`src/rtl/spi_cipher_cmd_ctrl.sv`:
```
// Purpose: SPI command front-end for the block-cipher core: frame decode, key/block shadow
//          staging with exact-length commit, start/done handshake, result FIFO, sticky errors.
// Ports:   rx_valid/rx_data/frame_end from the synchronised SPI byte layer, tx_data back to it;
//          key/block/core_start/core_mode/busy to the core, core_done/core_result from it.
// Latency: tx_data and core_start are registered (one cycle after the byte that causes them).
// Backpressure: none on the SPI side; starts are refused (err_rej) when busy or FIFO has no room.
module spi_cipher_cmd_ctrl #(
    parameter int KEY_BYTES   = 8,
    parameter int BLOCK_BYTES = 4,
    parameter int RES_DEPTH   = 4
) (
    input  logic                     clk,
    input  logic                     rst_n,
    input  logic                     rx_valid,
    input  logic [7:0]               rx_data,
    input  logic                     frame_end,
    output logic [7:0]               tx_data,
    output logic [8*KEY_BYTES-1:0]   key,
    output logic [8*BLOCK_BYTES-1:0] block,
    output logic                     core_start,
    output logic                     core_mode,
    input  logic                     core_done,
    input  logic [8*BLOCK_BYTES-1:0] core_result,
    output logic                     busy
);

    localparam int PW = $clog2(RES_DEPTH);
    localparam int CW = PW + 1;

    localparam logic [7:0] CMD_WR_KEY = 8'h01;
    localparam logic [7:0] CMD_WR_BLK = 8'h02;
    localparam logic [7:0] CMD_ENC    = 8'h03;
    localparam logic [7:0] CMD_DEC    = 8'h04;
    localparam logic [7:0] CMD_STATUS = 8'h05;
    localparam logic [7:0] CMD_READ   = 8'h06;
    localparam logic [7:0] CMD_CLEAR  = 8'h07;

    // Frame lengths (command byte included) compared against the 8-bit count.
    localparam logic [8:0]  KEY_LEN = 9'(KEY_BYTES + 1);
    localparam logic [8:0]  BLK_LEN = 9'(BLOCK_BYTES + 1);
    localparam logic [CW:0] DEPTH_X = (CW + 1)'(RES_DEPTH);
    localparam logic [CW-1:0] DEPTH_C = CW'(RES_DEPTH);

    // State
    logic [7:0]               byte_cnt_q, byte_cnt_d;
    logic [7:0]               cmd_q, cmd_d;
    logic [7:0]               tx_data_q, tx_data_d;
    logic [8*KEY_BYTES-1:0]   key_sh_q, key_sh_d;
    logic [8*KEY_BYTES-1:0]   key_q, key_d;
    logic [8*BLOCK_BYTES-1:0] blk_sh_q, blk_sh_d;
    logic [8*BLOCK_BYTES-1:0] block_q, block_d;
    logic                     start_q, start_d;
    logic                     mode_q, mode_d;
    logic                     busy_q, busy_d;
    logic                     err_cmd_q, err_cmd_d;
    logic                     err_rej_q, err_rej_d;
    logic                     err_len_q, err_len_d;
    logic                     rd_ok_q, rd_ok_d;
    logic [PW-1:0]            wr_ptr_q, wr_ptr_d;
    logic [PW-1:0]            rd_ptr_q, rd_ptr_d;
    logic [CW-1:0]            fifo_cnt_q, fifo_cnt_d;
    logic [8*BLOCK_BYTES-1:0] mem_q [RES_DEPTH];

    // Combinational helpers
    logic                     fifo_empty, fifo_full;
    logic [7:0]               status;
    logic [8*BLOCK_BYTES-1:0] head;
    logic [7:0]               head_sel;
    logic [7:0]               cnt_upd;
    logic [7:0]               data_idx;
    logic                     cmd_byte;
    logic                     start_ok;
    logic                     push, pop, flush;

    assign fifo_empty = (fifo_cnt_q == '0);
    assign fifo_full  = (fifo_cnt_q == DEPTH_C);
    assign status     = {2'b00, err_cmd_q, err_rej_q, err_len_q, fifo_full, fifo_empty, busy_q};
    assign head       = mem_q[rd_ptr_q];
    // A start is only taken when the result it will produce is guaranteed a FIFO slot.
    assign start_ok   = !busy_q && (({1'b0, fifo_cnt_q} + {{CW{1'b0}}, busy_q}) < DEPTH_X);

    // Read-out byte: the command byte (count 0) returns head byte 0, data byte k
    // (count k+1) returns head byte k+1, so the index is simply the current count.
    always_comb begin
        head_sel = 8'h00;
        for (int i = 0; i < BLOCK_BYTES; i++) begin
            if (byte_cnt_q == 8'(i)) begin
                head_sel = head[8*i +: 8];
            end
        end
    end

    always_comb begin
        byte_cnt_d = byte_cnt_q;
        cmd_d      = cmd_q;
        tx_data_d  = tx_data_q;
        key_sh_d   = key_sh_q;
        key_d      = key_q;
        blk_sh_d   = blk_sh_q;
        block_d    = block_q;
        start_d    = 1'b0;
        mode_d     = mode_q;
        busy_d     = busy_q;
        err_cmd_d  = err_cmd_q;
        err_rej_d  = err_rej_q;
        err_len_d  = err_len_q;
        rd_ok_d    = rd_ok_q;
        wr_ptr_d   = wr_ptr_q;
        rd_ptr_d   = rd_ptr_q;
        fifo_cnt_d = fifo_cnt_q;
        push       = 1'b0;
        pop        = 1'b0;
        flush      = 1'b0;

        cmd_byte = rx_valid && (byte_cnt_q == 8'h00);
        data_idx = byte_cnt_q - 8'h01;
        cnt_upd  = byte_cnt_q;
        if (rx_valid && (byte_cnt_q != 8'hFF)) begin
            cnt_upd = byte_cnt_q + 8'h01;
        end
        byte_cnt_d = cnt_upd;

        if (cmd_byte) begin
            cmd_d     = rx_data;
            tx_data_d = 8'h00;
            rd_ok_d   = 1'b0;
            case (rx_data)
                CMD_WR_KEY, CMD_WR_BLK: ;
                CMD_ENC, CMD_DEC: begin
                    if (start_ok) begin
                        start_d = 1'b1;
                        busy_d  = 1'b1;
                        mode_d  = (rx_data == CMD_DEC);
                    end else begin
                        err_rej_d = 1'b1;
                    end
                end
                CMD_STATUS: tx_data_d = status;
                CMD_READ: begin
                    if (!fifo_empty) begin
                        tx_data_d = head_sel;
                        rd_ok_d   = 1'b1;
                    end else begin
                        err_rej_d = 1'b1;
                    end
                end
                CMD_CLEAR: begin
                    flush     = 1'b1;
                    err_cmd_d = 1'b0;
                    err_rej_d = 1'b0;
                    err_len_d = 1'b0;
                end
                default: err_cmd_d = 1'b1;
            endcase
        end else if (rx_valid) begin
            tx_data_d = 8'h00;
            case (cmd_q)
                CMD_WR_KEY: begin
                    for (int i = 0; i < KEY_BYTES; i++) begin
                        if (data_idx == 8'(i)) key_sh_d[8*i +: 8] = rx_data;
                    end
                end
                CMD_WR_BLK: begin
                    for (int i = 0; i < BLOCK_BYTES; i++) begin
                        if (data_idx == 8'(i)) blk_sh_d[8*i +: 8] = rx_data;
                    end
                end
                CMD_STATUS: tx_data_d = status;
                CMD_READ:   tx_data_d = rd_ok_q ? head_sel : 8'h00;
                default: ;
            endcase
        end

        // End of frame sees the count including any byte arriving in the same cycle;
        // an empty frame (no bytes at all) carries no command and does nothing.
        if (frame_end) begin
            byte_cnt_d = 8'h00;
            if (cnt_upd != 8'h00) begin
                case (cmd_d)
                    CMD_WR_KEY: begin
                        if ({1'b0, cnt_upd} == KEY_LEN) key_d = key_sh_d;
                        else                            err_len_d = 1'b1;
                    end
                    CMD_WR_BLK: begin
                        if ({1'b0, cnt_upd} == BLK_LEN) block_d = blk_sh_d;
                        else                            err_len_d = 1'b1;
                    end
                    CMD_READ: begin
                        if (rd_ok_d && !fifo_empty && ({1'b0, cnt_upd} >= BLK_LEN)) pop = 1'b1;
                    end
                    default: ;
                endcase
            end
            rd_ok_d = 1'b0;
        end

        // Results arriving with nothing in flight are stale (e.g. after reset).
        if (core_done && busy_q) begin
            busy_d = 1'b0;
            push   = 1'b1;
        end

        if (push) wr_ptr_d = wr_ptr_q + PW'(1);
        if (flush) begin
            // Discard everything older; a result pushed this cycle sits at the old write
            // pointer, which becomes the new head.
            rd_ptr_d   = wr_ptr_q;
            fifo_cnt_d = push ? CW'(1) : '0;
        end else begin
            if (pop) rd_ptr_d = rd_ptr_q + PW'(1);
            fifo_cnt_d = fifo_cnt_q + CW'(push) - CW'(pop);
        end
    end

    always_ff @(posedge clk or negedge rst_n) begin
        if (!rst_n) begin
            byte_cnt_q <= '0;
            cmd_q      <= '0;
            tx_data_q  <= '0;
            key_sh_q   <= '0;
            key_q      <= '0;
            blk_sh_q   <= '0;
            block_q    <= '0;
            start_q    <= 1'b0;
            mode_q     <= 1'b0;
            busy_q     <= 1'b0;
            err_cmd_q  <= 1'b0;
            err_rej_q  <= 1'b0;
            err_len_q  <= 1'b0;
            rd_ok_q    <= 1'b0;
            wr_ptr_q   <= '0;
            rd_ptr_q   <= '0;
            fifo_cnt_q <= '0;
            for (int i = 0; i < RES_DEPTH; i++) mem_q[i] <= '0;
        end else begin
            byte_cnt_q <= byte_cnt_d;
            cmd_q      <= cmd_d;
            tx_data_q  <= tx_data_d;
            key_sh_q   <= key_sh_d;
            key_q      <= key_d;
            blk_sh_q   <= blk_sh_d;
            block_q    <= block_d;
            start_q    <= start_d;
            mode_q     <= mode_d;
            busy_q     <= busy_d;
            err_cmd_q  <= err_cmd_d;
            err_rej_q  <= err_rej_d;
            err_len_q  <= err_len_d;
            rd_ok_q    <= rd_ok_d;
            wr_ptr_q   <= wr_ptr_d;
            rd_ptr_q   <= rd_ptr_d;
            fifo_cnt_q <= fifo_cnt_d;
            if (push) mem_q[wr_ptr_q] <= core_result;
        end
    end

    assign tx_data    = tx_data_q;
    assign key        = key_q;
    assign block      = block_q;
    assign core_start = start_q;
    assign core_mode  = mode_q;
    assign busy       = busy_q;

endmodule

```
`config.mk`:
```
export PLATFORM = sky130hd
export DESIGN_NAME = spi_cipher_cmd_ctrl
export DESIGN_NICKNAME = d
export VERILOG_FILES = /design/src/rtl/spi_cipher_cmd_ctrl.sv
export SDC_FILE = /design/constraint.sdc
export NUM_CORES = 1
export LEC_CHECK = 0
export ABC_CLOCK_PERIOD_IN_PS = 4000
export CORE_MARGIN = 2
export CORE_UTILIZATION = 55
export DETAILED_ROUTE_END_ITERATION = 8
export PLACE_DENSITY_LB_ADDON = 0.05
export SLEW_MARGIN = 10
export SYNTH_ARGS = -nofsm -noshare
export SYNTH_HDL_FRONTEND = slang
export SYNTH_SLANG_ARGS = --single-unit
```
`constraint.sdc`:
```
create_clock -name clk -period 4 [get_ports clk]
set_input_delay 0.8 -clock clk [delete_from_list [all_inputs] [get_ports clk]]
set_output_delay 0.8 -clock clk [all_outputs]
set_load 0.02 [all_outputs]
```
=== Yosys cells after proc, flatten, opt, wreduce, memory -nomap -nowiden ===
Cells that the tools add are included.
W data, S select, Z words.

* Output and inout port bits: 107
* Logic and storage cells: 163
* Bits of input ports: 45
* Flip-flop bits (word level): 358

* Bitwise operators: 3
* $lt $le $gt $ge: 5
* Reductions and logical operators: 27
* Eq/ne operators: 30
* Mux-type cells: 70
* Add/subtract/negate cells: 7

{| class="wikitable"
|+ Operators with widths
! cell !! number
|-
| $mux W32 || 6
|-
| $mux W64 || 3
|-
| $mux W8 || 23
|-
| $bwmux W128 || 1
|-
| $eq A8 B3 Y1 const B || 12
|-
| $bmux W32 S2 || 1
|-
| $demux W32 S2 || 1
|-
| $eq A8 B2 Y1 const B || 8
|-
| $eq A8 B1 Y1 const B || 5
|-
| $pmux W8 S2 || 2
|-
| $mux W1 || 27
|-
| $logic_not A8 Y1 || 2
|-
| $reduce_and A4 Y1 || 3
|-
| $reduce_bool A2 Y1 || 5
|-
| $add A8 B1 Y8 const B || 1
|-
| $eq A8 B4 Y1 const B || 1
|-
| $ge A8 B3 Y1 const B || 1
|-
| $ne A8 B8 Y1 const B || 1
|-
| $reduce_bool A8 Y1 || 1
|-
| $sub A8 B1 Y8 const B || 1
|-
| $logic_and A1 B1 Y1 || 7
|-
| $ge A3 B3 Y1 const B || 2
|-
| $not A2 Y3 || 2
|-
| $reduce_and A3 Y1 || 2
|-
| 19 further kinds || 24
|}

=== Logic depth before layout (Yosys ltp) ===
Gate-level depths: netlist of run 1.

* Depth after elaboration: 12
* Gate-level depth with buffers: 17
* Gate-level depth less buffers: 15

=== Least setup slack after synthesis of run 1 ===
Ideal clock, no wire load.

* Path type: input to register
* Start point: input port rx_data[6]
* End point: register fifo_cnt_q[2]
* Arrival time: 3.654 ns
* Stages on the path: 13
* Buffers on the path: 0
* Library setup time: 0.149 ns
* Slack: 0.197 ns
* Path through: or4_1 -> nor4_1 -> a21boi_0 -> nor4_1 -> o21a_1 -> ha_1 -> inv_1 -> ha_1 -> inv_1 -> fa_1 -> xor2_1 -> xnor2_1 -> nor2_1

* Longest elaborated chain between the ends: 11
* Elaborated cells between the ends (all ways): 16

{| class="wikitable"
|+ Ends and longest elaborated chain
! what !! line !! text
|-
| start, declared || 15 || <nowiki>input logic [7:0] rx_data,</nowiki>
|-
| $eq A8 B3 Y1 || 127 || <nowiki>case (rx_data)</nowiki>
|-
| $mux W1 || 127 ||
|-
| $mux W1 || 123 || <nowiki>if (cmd_byte) begin</nowiki>
|-
| $logic_and A1 B1 Y1 (2 in a row) || 189 || <nowiki>if (rd_ok_d && !fifo_empty && ({1'b0, cnt_upd} >= BLK_LEN)) pop = 1'b1;</nowiki>
|-
| $mux W1 || 189 ||
|-
| $mux W1 || 179 || <nowiki>case (cmd_d)</nowiki>
|-
| $mux W1 || 178 || <nowiki>if (cnt_upd != 8'h00) begin</nowiki>
|-
| $mux W1 || 176 || <nowiki>if (frame_end) begin</nowiki>
|-
| $sub A3 B1 Y3 || 211 || <nowiki>fifo_cnt_d = fifo_cnt_q + CW'(push) - CW'(pop);</nowiki>
|-
| $mux W3 * || 204 || <nowiki>if (flush) begin</nowiki>
|-
| via fifo_cnt_d[2] || 61 || <nowiki>logic [CW-1:0] fifo_cnt_q, fifo_cnt_d;</nowiki>
|-
| end signal, assigned || 252 || <nowiki>fifo_cnt_q <= fifo_cnt_d;</nowiki>
|-
| end, declared || 61 ||
|}

The timed path passes the listed nets; every way through them passes the cells marked *.
A chain may end at the register's enable or synchronous reset.

=== Final worst setup path of run 1 ===
* Start point: input port rx_data[5]
* End point: register fifo_cnt_q[2]

Same word-level chain as after synthesis.

==> summary.md, run 1 <==
| Metric | Value |
|---|---|
| Mapped Cells | 1087 |
| Tmin final | 3.85 ns |
| Ratio of cells with drive above 1 in the final layout | 36.5% |
| Row Count | 61 |
| Tcrit/Tclk final | 96.2% |
| CTS Buffer Depth | 3 |
| Initial Util | 56.1% |
| Status | finished, final reports clean |
| Number of synthesized flops with an enable pin | 0 |
| Initial DRC Count | 593 |
| CP max-delay cell | or4_1 |
| Crit start category | primary input |
| First-pass DRT Iterations | 5 |
| Dominant cell type by area after synthesis | dfrtp_1 |
| First-pass GRT wire length | 55100 um |
| Grt ovf | 0 |
| Library cells used by synthesis | 65 |
| Clock latency on the worst-skew pair | 0.52 ns |
| Vias per inst | 5.67 |
| Yosys reg bits | 358 |
| Crit path kind | in -> reg |
| Synth Flop Type | dfrtp_1 |
| Largest net degree at the start of global routing | 111 |
| Wire length on met2 | 16700 um |
| WL met1 | 15300 um |
| ANT nets after route | 0 |
| Vias | 9431 |
| Ports | 152 |
| Die extent in y | 173 um |
| Port bufs | 151 |
| Max Clock Freq | 260 MHz |
| Crit-path cells | clkdlybuf4s50_1, or4_1, nor4_2, a21boi_0, nor4_1, o21a_1, ha_1, inv_1, ha_1, inv_1, fa_1, xor2_1, xnor2_1, nor2_1 |
| Max FO, Critical Path | 2 |
| Antenna violations before repair | 0 |
| RD Place Congestion | 0.882 |
| TritonCTS Sinks | 358 |
| Slew @ Worst Pin | 0.879 ns |
| CTS tree | done |
| Placed insts | 1596 |
| Core area | 27900 sq um |
| Clock root buffer | clkbuf_16 |
| Uppermost routed layer | met4 |
| Syn avg cell area | 14.4 sq um |
| Warnings, synthesis | 0 |
| Diode count | 0 |
| Top cell type's share of synthesized area | 57.3% |
| Fillers | 2018 |
| Routed wire length | 34100 um |
| Worst Path Arrival | 4.27 ns |
| Vias in the first global route | 9828 |
| Setup WS pre-CTS | -0.331 ns |
| Worst Setup End Kind | flop |
| Die width | 173 um |
| Post-synth ARST share | 100% |
| Crit-path max cell delay | 0.61 ns |
| Worst min path class | in -> async |
| Clock Skew | 0.0191 ns |
| Worst-path clk slew | 0.06 ns |
| Wirelength per Cell | 20.5 um |
| Setup Viol. Count Final | 0 |
| VDD IR-drop max | 0.000254 V |
| P_leak | 0.00927 uW |
| Total of max-cap violations | 0 |
| DRC Markers | 0 |
| Nets | 1316 |
| Tot GR Track Use | 23.3% |
| DR WL met3 | 1330 um |
| Final non-filler cell total | 1664 |
| RSZ-0062 raised after global routing | no |
| CTS Buf Count | 38 |
| PwrDens | 415 nW/um^2 |
| Crit path required time | 4.42 ns |
| CTS HTree Levels | 2 |
| Die area | 29800 sq um |
| Final hold vios | 0 |
| Detail Placement HPWL | 22400 um |
| Synth area leaders | dfrtp_1 57%, mux2_2 20%, mux4_2 4.6%, mux2_4 3.1%, nand2_1 1.4% |
| Seq/Total Area, Yosys | 57.3% |
| Mapped Nets | 1145 |
| Total power | 7910 uW |
| Worst relative slew slack | 41.4% |
| PnR worst setup slack | 0.150 ns |
| Max-slew violations | 0 |
| Area grow syn2layout | 21.9% |
| Cell Area, Synth | 15600 sq um |
-- area by class of cell --
class                           count  area (sq um)  area share (%)
Sequential cell                   358          8960            47.0
Tap cell                          378           473            2.48
Clock inverter                     14           174           0.913
Timing Repair Buffer              199          1950            10.2
Inverter                           11          41.3           0.217
Clock buffer                       54          1090            5.73
Multi-Input combinational cell    650          6360            33.4
-- synth_stat cells (4+ instances only) --
cell type	instances
a21oi_1	18
a22oi_1	4
and3_1	9
buf_1	13
buf_2	14
clkbuf_1	41
dfrtp_1	358
ha_1	12
inv_1	10
mux2_1	7
mux2_2	283
mux2_4	32
mux2i_1	4
mux4_2	32
nand2_1	60
nand2_4	4
nand2b_1	6
nand3_1	15
nand3b_1	6
nand4_1	5
nor2_1	29
nor2b_1	7
nor3_1	10
nor4_1	6
o211ai_1	5
o21ai_0	23
or3_1	5
xnor2_1	7
xor2_1	5
-- cell usage in the layout, fill, tap and decap left out, types with 23 or more instances in the layout --
cell	instances
clkbuf_16	39
mux2_4	32
mux2_2	283
nor2_1	29
dfrtp_1	357
mux4_2	32
buf_4	42
nand2_1	60
clkdlybuf4s50_1	150
o21ai_0	23
-- worst max-delay path: cells and delay by family --
family / cells / cell delay, ns
and+or+nand+nor: 4 / 1.48
adders and majority gates: 3 / 0.75
buffers and inverters: 3 / 0.54
AOI/OAI and AO/OA: 2 / 0.37
xor gates and xnor gates: 2 / 0.32
-- metrics by stage --
step / hold slack [ns] / area, sq um / util, % / setup TNS (ns)
3_5_place_dp: 0.465 / 17800 / 63.8 / -0.438
2_1_floorplan: 0.440 / 15600 / - / 0
5_1_grt: 0.401 / 19000 / 68.4 / 0
3_3_place_gp: 0.450 / 17800 / 63.8 / -0.236
6_report: 0.340 / 19000 / 68.4 / 0
4_1_cts: 0.388 / 19000 / 68.4 / 0
-- registers in the layout, summed over array words and instances, names as in the netlist --
| register | cells |
|---|---|
| key_sh_q | 64 |
| rd_ok_q | 1 |
| err_rej_q | 1 |
| block | 32 |
| core_mode | 1 |
| tx_data | 8 |
| err_len_q | 1 |
| byte_cnt_q | 8 |
| cmd_q | 8 |
| core_start | 1 |
| rd_ptr_q | 2 |
| wr_ptr_q | 2 |
| fifo_cnt_q | 3 |
| key | 64 |
| blk_sh_q | 32 |
| busy | 1 |
| mem_q | 128 |
| err_cmd_q | 1 |
-- logic make-up (layout without fill, tap and decap cells) --
logic type	Yosys count	after routing	share of synthesized area, %
fa+ha+maj	13	13	1.09
flops	358	358	57.3
buf+inv	79	278	2.01
simple gates	184	184	6.56
xor+xnor	12	12	0.673
compound gates	83	83	3.48
mux	358	358	28.8
-- report_power, final --
group	switching (uW)	internal (uW)	leakage, uW
registers	70.6	3720	0.00493
logic	328	243	0.00370
clock network	1390	2160	0.000631
-- per-layer routing --
metal,vias to the layer above,track usage [%]
met5,-,0
met4,0,6.02
met3,58,3.61
met2,221,38.5
met1,4858,32.6
li1,4294,-
-- path summary, 6_finish.rpt --
check | slack [ns] | from | end | cells after the start
setup / recovery | 0.15 | rx_data[5] | fifo_cnt_q[2] | 14
hold / removal | 0.34 | rst_n | key[51] | 1
hold reg to reg | 0.48 | cmd_q[4] | cmd_q[4] | 2
setup reg to reg | 0.44 | byte_cnt_q[0] | fifo_cnt_q[2] | 15
min in group clk | 0.48 | cmd_q[4] | cmd_q[4] | 2
max in group asynchronous | 2.67 | rst_n | key[35] | 2
-- repair_timing --
action / 4_1_cts / 5_1_grt
setup buffers: 0 / 0
endpoints found under the setup margin: 0 / 1
endpoints found under the hold margin: 0 / 0
resized for setup: 0 / 1
hold buffers: 0 / 0
No activity file was read; power rests on OpenSTA's default activity.
==> run 2, diff against run 1 <==
- CAP_MARGIN: not set -> 10
- CORE_ASPECT_RATIO: not set -> 0.8
==> summary.md, run 2 (synthesized netlist as in run 1, its figures left out) <==
| Metric | Value |
|---|---|
| Sequential share of power | 49.4% (+1.5 points) |
| Reg2Reg Launch Point | byte_cnt_q[0] |
| Clock latency on the worst-skew pair | 0.51 ns (about the same) |
| Total of max-cap violations | 0 (unchanged) |
| Die area | 29800 sq um (about the same) |
| Crit path kind | in -> reg |
| Status | finished, final reports clean |
| CTS Buf Count | 36 (-5.3%) |
| RSZ-0062 raised after global routing | no |
| Commonest non-fill, non-tap cell in the layout | dfrtp_1 |
| Final hold vios | 0 (unchanged) |
| Max-slew violations | 0 (unchanged) |
| ANT nets after route | 0 (unchanged) |
| Crit path required time | 4.40 ns (-0.02 ns) |
| Setup Buffers After CTS | 0 (unchanged) |
| Reported net switching power | 1770 uW (-1.1%) |
| Routed wire length | 34400 um (+0.86%) |
| P_leak | 0.00921 uW (-0.61%) |
| Crit path launch | rx_valid |
| Vias | 9458 (+0.29%) |
| Tot GR Track Use | 24.1% (+0.84 points) |
| CTS Hold Bufs | 0 (unchanged) |
| First-pass DRT Iterations | 5 (unchanged) |
| Critical Path End | fifo_cnt_q[2] |
| Total power | 7680 uW (-3.0%) |
| Worst Path Arrival | 4.08 ns (-0.19 ns) |
| Worst min path class | in -> async |
| Core area | 28100 sq um (+0.79%) |
| Diode count | 0 (unchanged) |
| VDD IR-drop max | 0.000312 V (+23%) |
| Crit start category | primary input |
| Reg2Reg Depth | 15 (unchanged) |
| RD Place Congestion | 0.873 (-0.98%) |
| Reg2reg setup slack | 0.48 ns (+0.04 ns) |
| Sw Ratio | 23.1% (+0.43 points) |
| Ports | 152 (unchanged) |
| Area grow syn2layout | 21.1% |
| Crit-path cells | clkdlybuf4s50_1, or4bb_1, nor3_1, o21ai_0, nor4_1, o21a_1, ha_1, inv_1, ha_1, inv_1, fa_1, xor2_1, xnor2_1, nor2_1 |
| Worst-path clk slew | 0.06 ns (about the same) |
| Port bufs | 151 (unchanged) |
| Worst Setup End Kind | flop |
| Setup Viol. Count Final | 0 (unchanged) |
| Setup WS pre-CTS | -0.265 ns (+0.0660 ns) |
| Vias per inst | 5.73 (+1.1%) |
| CTS tree | done |
| Die width | 192 um (+12%) |
| Worst relative slew slack | 39.8% (-1.6 points) |
| Wirelength per Cell | 20.8 um (+1.7%) |
| Clock Skew | 0.0128 ns (-0.00632 ns) |
| FF-to-FF End | fifo_cnt_q[2] |
| Final core utilization | 67.4% (-0.97 points) |
| Fillers | 2064 (+2.3%) |
| Initial DRC Count | 533 (-10%) |
| Antenna violations before repair | 0 (unchanged) |
| Largest net degree at the start of global routing | 93 (-16%) |
| Nets | 1312 (-0.30%) |
| Setup TNS | 0 ns (unchanged) |
| Row Count | 55 (-9.8%) |
| Top reg by flops | mem_q |
| PnR worst setup slack | 0.325 ns (+0.175 ns) |
| Hold_ws | 0.232 ns (-0.108 ns) |
| DRC Markers | 0 (unchanged) |
| Max FO, Critical Path | 2 (unchanged) |
| Tcrit/Tclk final | 91.9% (-4.4 points) |
| CTS HTree Levels | 2 (unchanged) |
| Internal Power | 5910 uW (-3.5%) |
| First-pass GRT wire length | 55600 um (+1.1%) |
| CP max-delay cell | or4bb_1 |
| Grt ovf | 0 (unchanged) |
| Max Clock Freq | 272 MHz (+4.8%) |
| CTS Buffer Depth | 3 (unchanged) |
| Initial Util | 55.6% (-0.44 points) |
| Ratio of cells with drive above 1 in the final layout | 36.4% (-0.17 points) |
| Max FFs per register | 128 (unchanged) |
| PwrDens | 406 nW/um^2 (-2.4%) |
| Clock share of power | 43.3% (-1.6 points) |
| Detail Placement HPWL | 22400 um (-0.16%) |
| Clock root buffer | clkbuf_16 |
| TritonCTS Sinks | 358 (unchanged) |
| Die extent in y | 155 um (-10%) |
| Tmin final | 3.67 ns (-0.175 ns) |
| Logic pwr share | 7.4% (+0.2 points) |
| Commonest non-fill, non-tap cells in the layout | 357 x dfrtp_1, 283 x mux2_2, 150 x clkdlybuf4s50_1 |
| Slew @ Worst Pin | 0.903 ns (+0.0237 ns) |
| Crit-path max cell delay | 0.58 ns (-0.03 ns) |
| Vias in the first global route | 9922 (+0.96%) |
-- run 2: worst min path at each step --
stage,start,endpoint,slack [ns]
after floorplan,cmd_q[4],cmd_q[4],0.44
after global placement,cmd_q[7],cmd_q[7],0.46
after detailed placement,cmd_q[6],cmd_q[6],0.46
after CTS,rst_n,mem_q[76],0.27
after global routing,rst_n,mem_q[76],0.29
final,rst_n,mem_q[76],0.23
-- run 2: metal layers --
layer  vias to the layer above  global-route usage [%]  routed length, um
li1                       4275                       -                  -
met2                       237                    35.3              15000
met1                      4899                    37.7              16900
met4                         0                    5.23                617
met3                        47                    4.49               1780
met5                         -                       0                  0
-- run 2: stage by stage --
step / cell area, sq um / instances
2_1_floorplan: 15600 / 1087
4_1_cts: 18900 / 1651
3_3_place_gp: 17800 / 1586
5_1_grt: 18900 / 1651
6_report: 18900 / 1651
3_5_place_dp: 17800 / 1586
-- run 2: what timing repair did --
action	4_1_cts	5_1_grt
setup endpoints to repair	0	1
hold endpoints to repair	0	0
resized for setup	0	1
-- run 2: worst max-delay path: cells and delay by family --
kind                     cells  cell delay (ns)
AO/OA/AOI/OAI                2             0.34
buffers and inverters        3             0.62
AND/OR/NAND/NOR              4             1.26
XOR/XNOR                     2             0.30
adder cells (fa/ha/maj)      3             0.75
-- run 2: layout make-up --
type	instances	area, sq um	share of cell area (%)
clock inverters	14	130	0.688
clock buffers	51	1040	5.49
well taps	370	463	2.45
repair buffers	197	1940	10.2
multi-input cells	650	6360	33.6
flip-flops and latches	358	8960	47.3
inverters	11	41.3	0.218
-- run 2: power by group through the flow --
stage	combinational (uW)	sequential, uW	clock (uW)
after floorplan	304	3830	0
after global placement	559	3850	0
after detailed placement	566	3850	0
after CTS	568	3790	3410
after global routing	624	3800	3540
final	564	3790	3320
==> run 3, diff against run 2 <==
- HOLD_SLACK_MARGIN: not set -> 0.03
- SLEW_MARGIN: 10 -> 20
==> results of run 3 <==
Final layout, timing and power as in run 2 (identical DEF).
